File: src/rtl/uart_tx_arbiter.sv
// Packet-level round-robin arbiter feeding a single UART transmit stream.
// Each grant holds from the first beat to tlast (or the beat limit).
// An optional one-byte source-ID header (0xA0 | id) precedes each packet.
module uart_tx_arbiter #(
    parameter  int NUM_SRC     = 4,
    parameter  int DATA_WIDTH  = 8,
    parameter  int HEADER_EN   = 1,
    parameter  int MAX_PKT_LEN = 16,
    localparam int GW          = $clog2(NUM_SRC)
) (
    input  logic                          clk,
    input  logic                          rst,
    input  logic [NUM_SRC*DATA_WIDTH-1:0] s_axis_tdata,
    input  logic [NUM_SRC-1:0]            s_axis_tvalid,
    input  logic [NUM_SRC-1:0]            s_axis_tlast,
    output logic [NUM_SRC-1:0]            s_axis_tready,
    output logic [DATA_WIDTH-1:0]         m_axis_tdata,
    output logic                          m_axis_tvalid,
    input  logic                          m_axis_tready,
    output logic [GW-1:0]                 grant_id,
    output logic                          busy,
    output logic                          overlong
);

    typedef enum logic [1:0] {ST_IDLE, ST_HDR, ST_DATA} state_t;

    // Beat index of the final beat allowed in one grant.
    localparam logic [7:0] LAST_BEAT = 8'(MAX_PKT_LEN - 1);

    state_t                r_state, w_state_next;
    logic [GW-1:0]         r_grant_id, w_grant_id_next;
    logic [GW-1:0]         r_last_grant, w_last_grant_next;
    logic [7:0]            r_beat_cnt, w_beat_cnt_next;
    logic                  r_overlong, w_overlong_next;

    logic [GW-1:0]         w_pick;
    logic [GW-1:0]         w_idx;
    logic                  w_found;
    logic [DATA_WIDTH-1:0] w_src_data [NUM_SRC];
    logic [DATA_WIDTH-1:0] w_sel_data;
    logic                  w_sel_valid;
    logic                  w_sel_last;
    logic [DATA_WIDTH-1:0] w_m_tdata;
    logic                  w_m_tvalid;

    // Per-source data slices and ready steering (ready only in DATA, only to the owner).
    genvar gi;
    generate
        for (gi = 0; gi < NUM_SRC; gi++) begin : g_src
            assign w_src_data[gi]    = s_axis_tdata[gi*DATA_WIDTH +: DATA_WIDTH];
            assign s_axis_tready[gi] = !rst && (r_state == ST_DATA) &&
                                       (r_grant_id == GW'(gi)) && m_axis_tready;
        end
    endgenerate

    assign w_sel_data  = w_src_data[r_grant_id];
    assign w_sel_valid = s_axis_tvalid[r_grant_id];
    assign w_sel_last  = s_axis_tlast[r_grant_id];

    // Round-robin pick: first valid source scanning upward from last_grant+1.
    always_comb begin
        w_found = 1'b0;
        w_pick  = '0;
        w_idx   = '0;
        for (int k = 1; k <= NUM_SRC; k++) begin
            w_idx = GW'((int'(r_last_grant) + k) % NUM_SRC);
            if (!w_found && s_axis_tvalid[w_idx]) begin
                w_found = 1'b1;
                w_pick  = w_idx;
            end
        end
    end

    // Next-state logic and the combinational output path.
    always_comb begin
        w_state_next      = r_state;
        w_grant_id_next   = r_grant_id;
        w_last_grant_next = r_last_grant;
        w_beat_cnt_next   = r_beat_cnt;
        w_overlong_next   = 1'b0;
        w_m_tdata         = '0;
        w_m_tvalid        = 1'b0;
        case (r_state)
            ST_IDLE: begin
                if (w_found) begin
                    w_grant_id_next = w_pick;
                    w_state_next    = (HEADER_EN != 0) ? ST_HDR : ST_DATA;
                end
            end
            ST_HDR: begin
                w_m_tvalid = 1'b1;
                w_m_tdata  = DATA_WIDTH'(8'hA0) | DATA_WIDTH'(r_grant_id);
                if (m_axis_tready) begin
                    w_state_next = ST_DATA;
                end
            end
            ST_DATA: begin
                w_m_tvalid = w_sel_valid;
                w_m_tdata  = w_sel_data;
                if (w_sel_valid && m_axis_tready) begin
                    if (w_sel_last || (r_beat_cnt == LAST_BEAT)) begin
                        // tlast wins over the limit when both land on the same beat.
                        w_state_next      = ST_IDLE;
                        w_last_grant_next = r_grant_id;
                        w_beat_cnt_next   = '0;
                        w_overlong_next   = !w_sel_last;
                    end else begin
                        w_beat_cnt_next = r_beat_cnt + 8'd1;
                    end
                end
            end
            default: w_state_next = ST_IDLE;
        endcase
    end

    // State and bookkeeping registers; reset abandons any packet in flight.
    always_ff @(posedge clk) begin
        if (rst) begin
            r_state      <= ST_IDLE;
            r_grant_id   <= '0;
            r_last_grant <= GW'(NUM_SRC - 1);
            r_beat_cnt   <= '0;
            r_overlong   <= 1'b0;
        end else begin
            r_state      <= w_state_next;
            r_grant_id   <= w_grant_id_next;
            r_last_grant <= w_last_grant_next;
            r_beat_cnt   <= w_beat_cnt_next;
            r_overlong   <= w_overlong_next;
        end
    end

    // Outputs are forced idle while reset is held so nothing leaks mid-reset.
    assign m_axis_tdata  = rst ? '0 : w_m_tdata;
    assign m_axis_tvalid = !rst && w_m_tvalid;
    assign busy          = !rst && (r_state != ST_IDLE);
    assign grant_id      = r_grant_id;
    assign overlong      = r_overlong;

endmodule

File: config.mk
export PLATFORM = sky130hd
export DESIGN_NAME = uart_tx_arbiter
export DESIGN_NICKNAME = d
export VERILOG_FILES = /design/src/rtl/uart_tx_arbiter.sv
export SDC_FILE = /design/constraint.sdc
export NUM_CORES = 1
export LEC_CHECK = 0
export CAP_MARGIN = 15
export CORE_UTILIZATION = 35
export CTS_BUF_LIST = sky130_fd_sc_hd__clkbuf_8
export CTS_CLUSTER_SIZE = 40
export DETAILED_ROUTE_END_ITERATION = 7
export PLACE_DENSITY = 0.7
export SYNTH_ARGS = -nofsm -noshare
export SYNTH_HDL_FRONTEND = slang
export SYNTH_SLANG_ARGS = --single-unit
File: constraint.sdc
create_clock -name clk -period 2.6 [get_ports clk]
set_input_delay 0.65 -clock clk [delete_from_list [all_inputs] [get_ports clk]]
set_output_delay 0.65 -clock clk [all_outputs]
set_load 0.005 [all_outputs]
==> metrics.txt, run 1 <==
FF-to-FF setup slack between 600 and 700 ps; # clock sinks 15; Worst Setup Start Kind input pin; vias per inst 5.558; FF+latch count, synth 15; Seq/Total Area, Yosys 23.58%; Synth Flop Type dfxtp_1; largest net degree at the start of global routing 21; HP Start r_beat_cnt[1]; crit path to m_axis_tdata[3]; EDFF count, synth 0; CTS tree done; Skew-Pair Late Insertion Delay about 250 ps; Finished Cell Area a little over 2000 µm²; FFs w/ async S/R, synth 0%; DRT Pass-1 Iters 5; htree depth 1; Max VDD drop 0.0002887 V; Hold Fails Final Rpt 0; vias in the first global route around 1,400; RSZ-0062 raised after global routing false; drt total wl between 3000 and 4000 µm; FF-to-FF path depth 5; Area Growth Syn to Fin 62.67%; Synth Cell Area between 1000 and 1500 µm²; CP Class input pin to output pin; fill cell count 300; hold-fix buffers at CTS 0; row cnt 21; clock skew 1.885 ps; Data arrival, critical path roughly 1900 ps; Worst Path Required around 2000 ps; Die ar. just under 4000 µm²; Area contributors post-synth dfxtp_1, mux4_2, ha_1, and3_1, nor4_1; Wirelength per Cell between 10 and 15 µm; Post-Syn Nets 196; Num CTS Buffers 3; slew margin rel. roughly 64%; IO buf count 59; via count 1,473; Post-DRT Antenna Nets 0; worst setup margin between 30 and 40 ps; multi-input logic area 909.6 µm²; largest area contributor in the netlist dfxtp_1; DR DRC count 0; leakage 0.0008352 µW; Reg clk slew, reported paths roughly 60 ps; GPL Wtd Cong between 0.8 and 0.9; P per Cell Area approximately 560 nW/µm²; crit end category output pin; Max Clock Freq slightly below 0.4 GHz; share of layout cells above drive strength 1 20.09%; Iteration-0 DRC Markers 92; Worst Path Max Fanout 1; CP startpoint s_axis_tdata[27]; register area around 300 µm²; worst slew pin tran around 540 ps; final setup vio count 0; Cell Chain, Critical Path clkdlybuf4s50_1 -> mux4_2 -> and3_4 -> clkdlybuf4s15_1; Total Power between 1000 and 1500 µW; Total GRT Usage approximately a fifth; Max stage delay on crit path 480 ps; Ys Warns 0; Root Buffer Master clkbuf_8; IO Pins 60; post-layout util roughly 61%; Setup WS pre-CTS -232.6 ps; die width about 62 µm; Tightest Hold Check Type flip-flop to flip-flop; Syn Area/Cell 8.606 µm²; Max-cap violations 0; Max Buffers Root-to-Sink 2; synthesized instance count ~150; R2R Path End r_beat_cnt[7]; hold depth 2; status finished, final reports clean; top cells by count, synth dfxtp_1, mux4_2, inv_1, nand2_1; Hold WS between 400 and 500 ps; Cell Area, Placed just over 2000 µm²; Layout Nets between 200 and 300; Slew Limit Fails 0; slowest CP cell mux4_2; starting density of the core 37.29%; Setup Fix Bufs, Post-CTS 0; post-route minimum period approximately 2600 ps; synth unique cells 41; first-pass GRT wire length around 6400 µm; worst r2r src grant_id[0]; total global routing overflow 0; dpl hpwl about 3100 µm; Core ar. 3416 µm²; initial antenna violation count 0; top cell type's share of synthesized area roughly a quarter; Die Y just over 60 µm; n_diodes 0; top-count cell post-synth dfxtp_1; Tcrit/Tclk final ~100%
## what timing repair did
item / 4_1_cts / 5_1_grt
setup endpoints to repair: 13 / 6
pin swaps: 0 / 1
gates resized for setup: 20 / 9
## how the worst min path moves through the flow
stage               endpoint  slack, ps
6_report       r_beat_cnt[1]        470
5_1_grt        r_beat_cnt[1]        510
4_1_cts        r_beat_cnt[1]        470
3_5_place_dp   r_beat_cnt[1]        460
3_3_place_gp   r_beat_cnt[1]        450
2_1_floorplan  r_beat_cnt[1]        440
## metrics by stage
step | setup TNS, ps | instances
finish | 0 | 265
global route | 0 | 265
CTS | 0 | 265
detailed placement | -2232 | 261
global placement | -2194 | 261
floorplan | 0 | 148
## cell type report
cell class / instances / share of cell area [%]
multi-input combinational: 112 / 43.90
timing repair buffer: 76 / 34.48
sequential: 15 / 14.49
tap: 46 / 2.778
inverter: 12 / 2.174
clock buffer: 3 / 1.993
clock inverter: 1 / 0.1812
## layer usage
| metal | GRT usage, % | part of all wire (%) |
|---|---|---|
| met1 | 26.39 | 45 |
| met2 | 33.93 | 49 |
| met3 | 3.676 | 4.0 |
| met4 | 6.105 | 1.7 |
| met5 | 0 | 0 |
## power breakdown
group,total [µW],internal [µW],switching (µW),leakage [µW]
registers,280,256,23.8,0.000122
clock network,185,105,80.4,0.0000269
logic,693,369,324,0.000687
## worst max-delay path, delay by kind of cell
| kind | cells | cell delay (ps) |
|---|---|---|
| and+or+nand+nor | 1 | 200 |
| muxes | 1 | 480 |
| buffers and inverters | 2 | 600 |
## cell usage in the layout (no fill, tap or decap), types with 3 or more instances in the layout
master / instances
nand2b_1: 3
clkbuf_8: 3
inv_2: 3
a21oi_1: 8
dlygate4sd2_1: 7
o22ai_1: 5
dfxtp_1: 15
nor2b_1: 3
nand3_1: 6
nor2_1: 6
nand2_1: 7
buf_4: 16
mux4_2: 10
and3_1: 6
nor3_1: 3
nor4_1: 7
a211o_1: 3
clkdlybuf4s50_1: 45
ha_1: 5
clkdlybuf4s15_1: 4
inv_1: 10
o21ai_1: 7
## registers in the layout, summed over array words and instances, names as in the netlist
signal and cells:
r_beat_cnt 8, r_last_grant 2, r_state 2, overlong 1
grant_id 2
## cell families after synthesis
family / Yosys count / synth area share (%)
and+or+nand+nor: 60 / 26.72
DFF: 15 / 23.58
buffers and inverters: 21 / 7.072
adders and majority gates: 5 / 4.912
muxes: 10 / 17.68
AOI/OAI and AO/OA: 37 / 20.04
(Power assumes the default switching activity.)
==> run 2, diff against run 1 <==
--- a/config.mk
+++ b/config.mk
@@ -11,6 +11,7 @@
 export CTS_CLUSTER_SIZE = 40
 export DETAILED_ROUTE_END_ITERATION = 7
 export PLACE_DENSITY = 0.7
+export SKIP_CTS_REPAIR_TIMING = 1
 export SYNTH_ARGS = -nofsm -noshare
 export SYNTH_HDL_FRONTEND = slang
 export SYNTH_SLANG_ARGS = --single-unit
==> run 2 against run 1 <==
Global-route usage shrank 0.19 points; die area is the same; register-to-register slack is essentially flat; count of clock-buffer cells in the layout is the same; first-iteration DRC count shrank 16%; clock skew is essentially flat; routed wire length grew 0.65%; highest routed layer unchanged; final cell count is the same; critical endpoint is now m_axis_tvalid; combinational power grew 2%.
==> metrics.txt, run 2 (synthesized netlist as in run 1, its figures left out) <==
worst r2r src grant_id[0]; Worst Path Required 1950 ps (about the same); Data arrival, critical path 1870 ps (-50 ps); post-route minimum period 2518 ps (-50.19 ps); Non-Filler Instances 265 (unchanged); # clock sinks 15 (unchanged); commonest non-fill, non-tap cell in the layout clkdlybuf4s50_1; commonest non-fill, non-tap cells in the layout clkdlybuf4s50_1, buf_4, dfxtp_1; Final TNS setup 0 ps (unchanged); slew margin rel. 63.29% (-0.61 points); Slew Limit Fails 0 (unchanged); Reg clk slew, reported paths 60 ps (about the same); Tcrit/Tclk final 96.86% (-1.9 points); crit end category output pin; Max-cap violations 0 (unchanged); Area Growth Syn to Fin 66.80%; status finished, final reports clean; CTS tree done; Wirelength per Cell 14.63 µm (+0.65%); hold depth 2 (unchanged); kind of cell adding the most delay to the critical path buffers and inverters; met2 WL 1951 µm (+3.3%); final setup vio count 0 (unchanged); P per Cell Area 551.8 nW/µm² (-1.2%); Top Layer Used met4; Cell Chain, Critical Path clkdlybuf4s50_1 -> mux4_2 -> inv_2 -> o21ai_1 -> dlymetal6s2s_1; FF-to-FF setup slack 620 ps (about the same); Core ar. 3416 µm² (unchanged); vias per inst 5.547 (-0.20%); Iteration-0 DRC Markers 77 (-16%); Layout Nets 268 (unchanged); htree depth 1 (unchanged); GPL Wtd Cong 0.8458 (unchanged); row cnt 21 (unchanged); Max Buffers Root-to-Sink 2 (unchanged); Worst Path Max Fanout 2 (+1); dpl hpwl 3054 µm (unchanged); post-layout util 62.20% (+1.5 points); Die ar. 3884 µm² (unchanged); Num CTS Buffers 3 (unchanged); leakage 0.001036 µW (+24%); Root Buffer Master clkbuf_8; DRT Pass-1 Iters 4 (-1); Tightest Hold Check Type flip-flop to flip-flop; die width 62.33 µm (unchanged); n_diodes 0 (unchanged); Top reg by flops r_beat_cnt; CP Class input pin to output pin; first-pass GRT wire length 6334 µm (-1.1%); IO buf count 59 (unchanged); Worst Setup Start Kind input pin; initial antenna violation count 0 (unchanged); worst slew pin tran 546.4 ps (+9.863 ps); HP Start r_beat_cnt[1]; RSZ-0062 raised after global routing false; length of routed wiring on met1 1754 µm (+0.57%); clock skew 2.243 ps (+0.3586 ps); via count 1,470 (-0.20%); starting density of the core 37.29% (unchanged); DR DRC count 0 (unchanged); Max VDD drop 0.0003144 V (+8.9%); DR WL met3 136 µm (-12%); R2R Path End r_beat_cnt[7]; critical path buffer and inverter count 3 (+1); Max Clock Freq 0.3971 GHz (+2.0%); IO Pins 60 (unchanged); Max stage delay on crit path 500 ps (+20 ps); slowest CP cell mux4_2; max reg flops 8 (unchanged); Post-DRT Antenna Nets 0 (unchanged); Post-Place Cells 261 (unchanged); FF-to-FF path depth 5 (unchanged); largest net degree at the start of global routing 21 (unchanged); Worst Hold Path EP r_beat_cnt[1]; Skew-Pair Late Insertion Delay 250 ps (about the same); Total GRT Usage 20.06% (-0.19 points); vias in the first global route 1,417 (-0.56%); drt total wl 3878 µm (+0.65%); Hold Fails Final Rpt 0 (unchanged); total global routing overflow 0 (unchanged); share of layout cells above drive strength 1 18.72% (-1.4 points); Die Y 62.33 µm (unchanged)
[run 2: changes by cell type in the layout (fill, tap and decap cells not counted), sizes merged]
cell,change
clkbuf,-2
clkdlybuf4s15,-4
dlygate4sd2,-7
dlymetal6s2s,+13
[run 2: worst reg2reg max path: stages, from the launching register on]
cell and delay (ps):
dfxtp_1 360, buf_12 170, mux4_2 590, a21o_1 220, or4_1 470, o311ai_1 80
[run 2: worst max-delay path by stage]
stage                       end  cells past startpoint              from  slack, ps
6_report          m_axis_tvalid                      5  s_axis_tvalid[2]         80
2_1_floorplan  s_axis_tready[3]                      4               rst        390
5_1_grt           m_axis_tvalid                      5  s_axis_tvalid[3]         40
3_5_place_dp    m_axis_tdata[0]                      5               rst       -230
4_1_cts         m_axis_tdata[0]                      5               rst       -250
3_3_place_gp    m_axis_tdata[0]                      5               rst       -240
[run 2: cell type report]
cell class | instances | area, µm²
sequential | 15 | 300.3
inverter | 12 | 45.04
tap | 46 | 57.56
clock buffer | 3 | 41.29
clock inverter | 1 | 3.754
multi-input combinational | 112 | 910.9
timing repair buffer | 76 | 765.7
fill | 289 | 1291
[run 2: where the power goes]
part | internal [µW] | total [µW] | switching (µW)
Sequential | 256 | 280 | 24.3
Combinational | 385 | 707 | 322
Clock | 105 | 185 | 80.3
[run 2: stage by stage]
step                instance area, µm²  setup slack (ps)  total power [µW]  hold WS, ps
floorplan                         1274             391.7             681.7        444.3
global placement                  2017            -240.9             953.9        454.9
detailed placement                2017            -232.6             967.6        463.3
CTS                               2062            -250.3              1157        470.9
global route                      2125             35.50              1248        507.8
finish                            2125             81.73              1172        469.1
[run 2: metal layers]
layer  global-route usage, %  vias up
li1                        -      723
met1                   26.17      704
met2                   33.52       37
met3                   3.676        6
met4                   6.105        0
met5                       0        -
==> run 3, diff against run 2 <==
--- a/config.mk
+++ b/config.mk
@@ -5,12 +5,12 @@
 export SDC_FILE = /design/constraint.sdc
 export NUM_CORES = 1
 export LEC_CHECK = 0
-export CAP_MARGIN = 15
-export CORE_UTILIZATION = 35
+export CAP_MARGIN = 20
+export CORE_UTILIZATION = 46
 export CTS_BUF_LIST = sky130_fd_sc_hd__clkbuf_8
 export CTS_CLUSTER_SIZE = 40
 export DETAILED_ROUTE_END_ITERATION = 7
-export PLACE_DENSITY = 0.7
+export PLACE_DENSITY = 0.89
 export SKIP_CTS_REPAIR_TIMING = 1
 export SYNTH_ARGS = -nofsm -noshare
 export SYNTH_HDL_FRONTEND = slang
==> run 3 against run 2 <==
Fmax is 1.6% lower; final cell count down 6.4%; clock skew grew 0.81 ps; global-route usage increased by 10 points; critical path type unchanged; first-iteration DRC count grew 3.9%; highest routed layer unchanged; largest cell class unchanged; core utilization increased by 21 points; final area fell by 0.59%; critical endpoint is now m_axis_tdata[2]; flip-flop and latch count did not move; clock power rose by 2%; critical path depth decreased by 1; via count grew 5.1%; setup slack got worse by 42 ps.
==> metrics.txt, run 3 (synthesized netlist as in run 1, its figures left out) <==
status finished, final reports clean; Die Y 54.62 µm (-12%); Num CTS Buffers 3 (unchanged); HP Start r_beat_cnt[0]; Final TNS setup 0 ps (unchanged); dpl hpwl 3317 µm (+8.6%); IO Pins 60 (unchanged); Area Growth Syn to Fin 65.82%; Total GRT Usage 30.07% (+10 points); slew margin rel. 63.33% (about the same); # clock sinks 15 (unchanged); Layout Nets 267 (-0.37%); Skew-Pair Late Insertion Delay 250 ps (about the same); Post-Place Cells 244 (-6.5%); DRT Pass-1 Iters 4 (unchanged); worst slew pin tran 545.8 ps (-0.5897 ps); DR DRC count 0 (unchanged); share of layout cells above drive strength 1 19.72% (+1.0 points); total global routing overflow 0 (unchanged); commonest non-fill, non-tap cell in the layout clkdlybuf4s50_1; Die ar. 2983 µm² (-23%); leakage 0.001030 µW (-0.60%); Post-DRT Antenna Nets 0 (unchanged); drt total wl 4508 µm (+16%); row cnt 18 (-14%); clock skew 3.051 ps (+0.8076 ps); IO buf count 59 (unchanged); Reg clk slew, reported paths 60 ps (about the same); die width 54.62 µm (-12%); Tcrit/Tclk final 98.48% (+1.6 points); hold depth 2 (unchanged); P per Cell Area 566.6 nW/µm² (+2.7%); Root Buffer Master clkbuf_8; max reg flops 8 (unchanged); crit end category output pin; FF-to-FF setup slack 600 ps (-20 ps); starting density of the core 50.05% (+13 points); worst r2r src grant_id[0]; Top reg by flops r_beat_cnt; vias in the first global route 1,351 (-4.7%); Worst Hold Path EP r_beat_cnt[0]; Tightest Hold Check Type flip-flop to flip-flop; Core ar. 2545 µm² (-25%); Non-Filler Instances 248 (-6.4%); initial antenna violation count 0 (unchanged); Max-cap violations 0 (unchanged); RSZ-0062 raised after global routing false; Iteration-0 DRC Markers 80 (+3.9%); Data arrival, critical path 1910 ps (+40 ps); Wirelength per Cell 18.18 µm (+24%); Max Buffers Root-to-Sink 2 (unchanged); vias per inst 6.230 (+12%); Worst Setup Start Kind input pin; R2R Path End r_beat_cnt[2]; largest net degree at the start of global routing 22 (+4.8%); Worst Path Required 1950 ps (about the same); FF-to-FF path depth 6 (+1); Worst Path Max Fanout 1 (-1); GPL Wtd Cong 0.8288 (-2.0%); Slew Limit Fails 0 (unchanged); first-pass GRT wire length 6437 µm (+1.6%); commonest non-fill, non-tap cells in the layout clkdlybuf4s50_1, dfxtp_1, buf_4; CP Class input pin to output pin; Max VDD drop 0.0004716 V (+50%); n_diodes 0 (unchanged); fill cell count 150 (-48%); via count 1,545 (+5.1%); CTS tree done; htree depth 1 (unchanged); final setup vio count 0 (unchanged); Max Clock Freq 0.3906 GHz (-1.6%); Hold Fails Final Rpt 0 (unchanged); post-route minimum period 2560 ps (+42.13 ps)
==> run 3: cell count changes in the layout (fill, tap and decap cells not counted), sizes merged <==
cell / previous run / this run
buf: 17 / 16
==> run 3: cell type report <==
class / count / area, µm² / area share (%)
clock inverters: 1 / 3.754 / 0.1777
clock buffers: 3 / 41.29 / 1.955
repair buffers: 75 / 758.2 / 35.90
multi-input cells: 112 / 925.9 / 43.84
well taps: 30 / 37.54 / 1.777
flip-flops and latches: 15 / 300.3 / 14.22
inverters: 12 / 45.04 / 2.133
==> run 3: layer usage <==
| layer | track usage [%] | share of wire (%) | vias to the layer above |
|---|---|---|---|
| met1 | 39.43 | 39 | 749 |
| met3 | 4.444 | 5.2 | 12 |
| met5 | 0 | 0 | - |
| met2 | 51.61 | 53 | 65 |
| li1 | - | - | 719 |
| met4 | 5.983 | 2.4 | 0 |
==> run 3: power breakdown <==
group | switching, µW | leakage [µW] | internal, µW
clock network | 84.4 | 0.0000269 | 105
logic | 350 | 0.000881 | 380
registers | 22.1 | 0.000122 | 256
total | 457 | 0.00103 | 740
==> run 3: per-stage QoR <==
step	hold slack, ps	total power, µW	setup WS (ps)	area [µm²]	util, %
floorplan	444.3	681.7	391.7	1274	-
global placement	462.4	938.6	-207.9	1989	78.17
detailed placement	467.8	961.1	-297.7	1989	78.17
CTS	484.0	1149	-309.7	2034	79.94
global route	504.7	1263	23.59	2112	82.99
finish	484.0	1197	39.60	2112	82.99
==> run 3: worst max-delay path by stage <==
stage	from	to	slack, ps	depth (start not counted)
3_5_place_dp	rst	m_axis_tdata[1]	-300	5
4_1_cts	rst	m_axis_tdata[1]	-310	5
3_3_place_gp	s_axis_tvalid[0]	m_axis_tvalid	-210	5
6_report	s_axis_tdata[10]	m_axis_tdata[2]	40	4
5_1_grt	s_axis_tvalid[0]	m_axis_tvalid	20	5
2_1_floorplan	rst	s_axis_tready[3]	390	4
==> run 3: critical path, cell delays in order <==
cell and delay (ps):
clkdlybuf4s50_1 450, mux4_2 470, and3_1 200, dlymetal6s2s_1 150
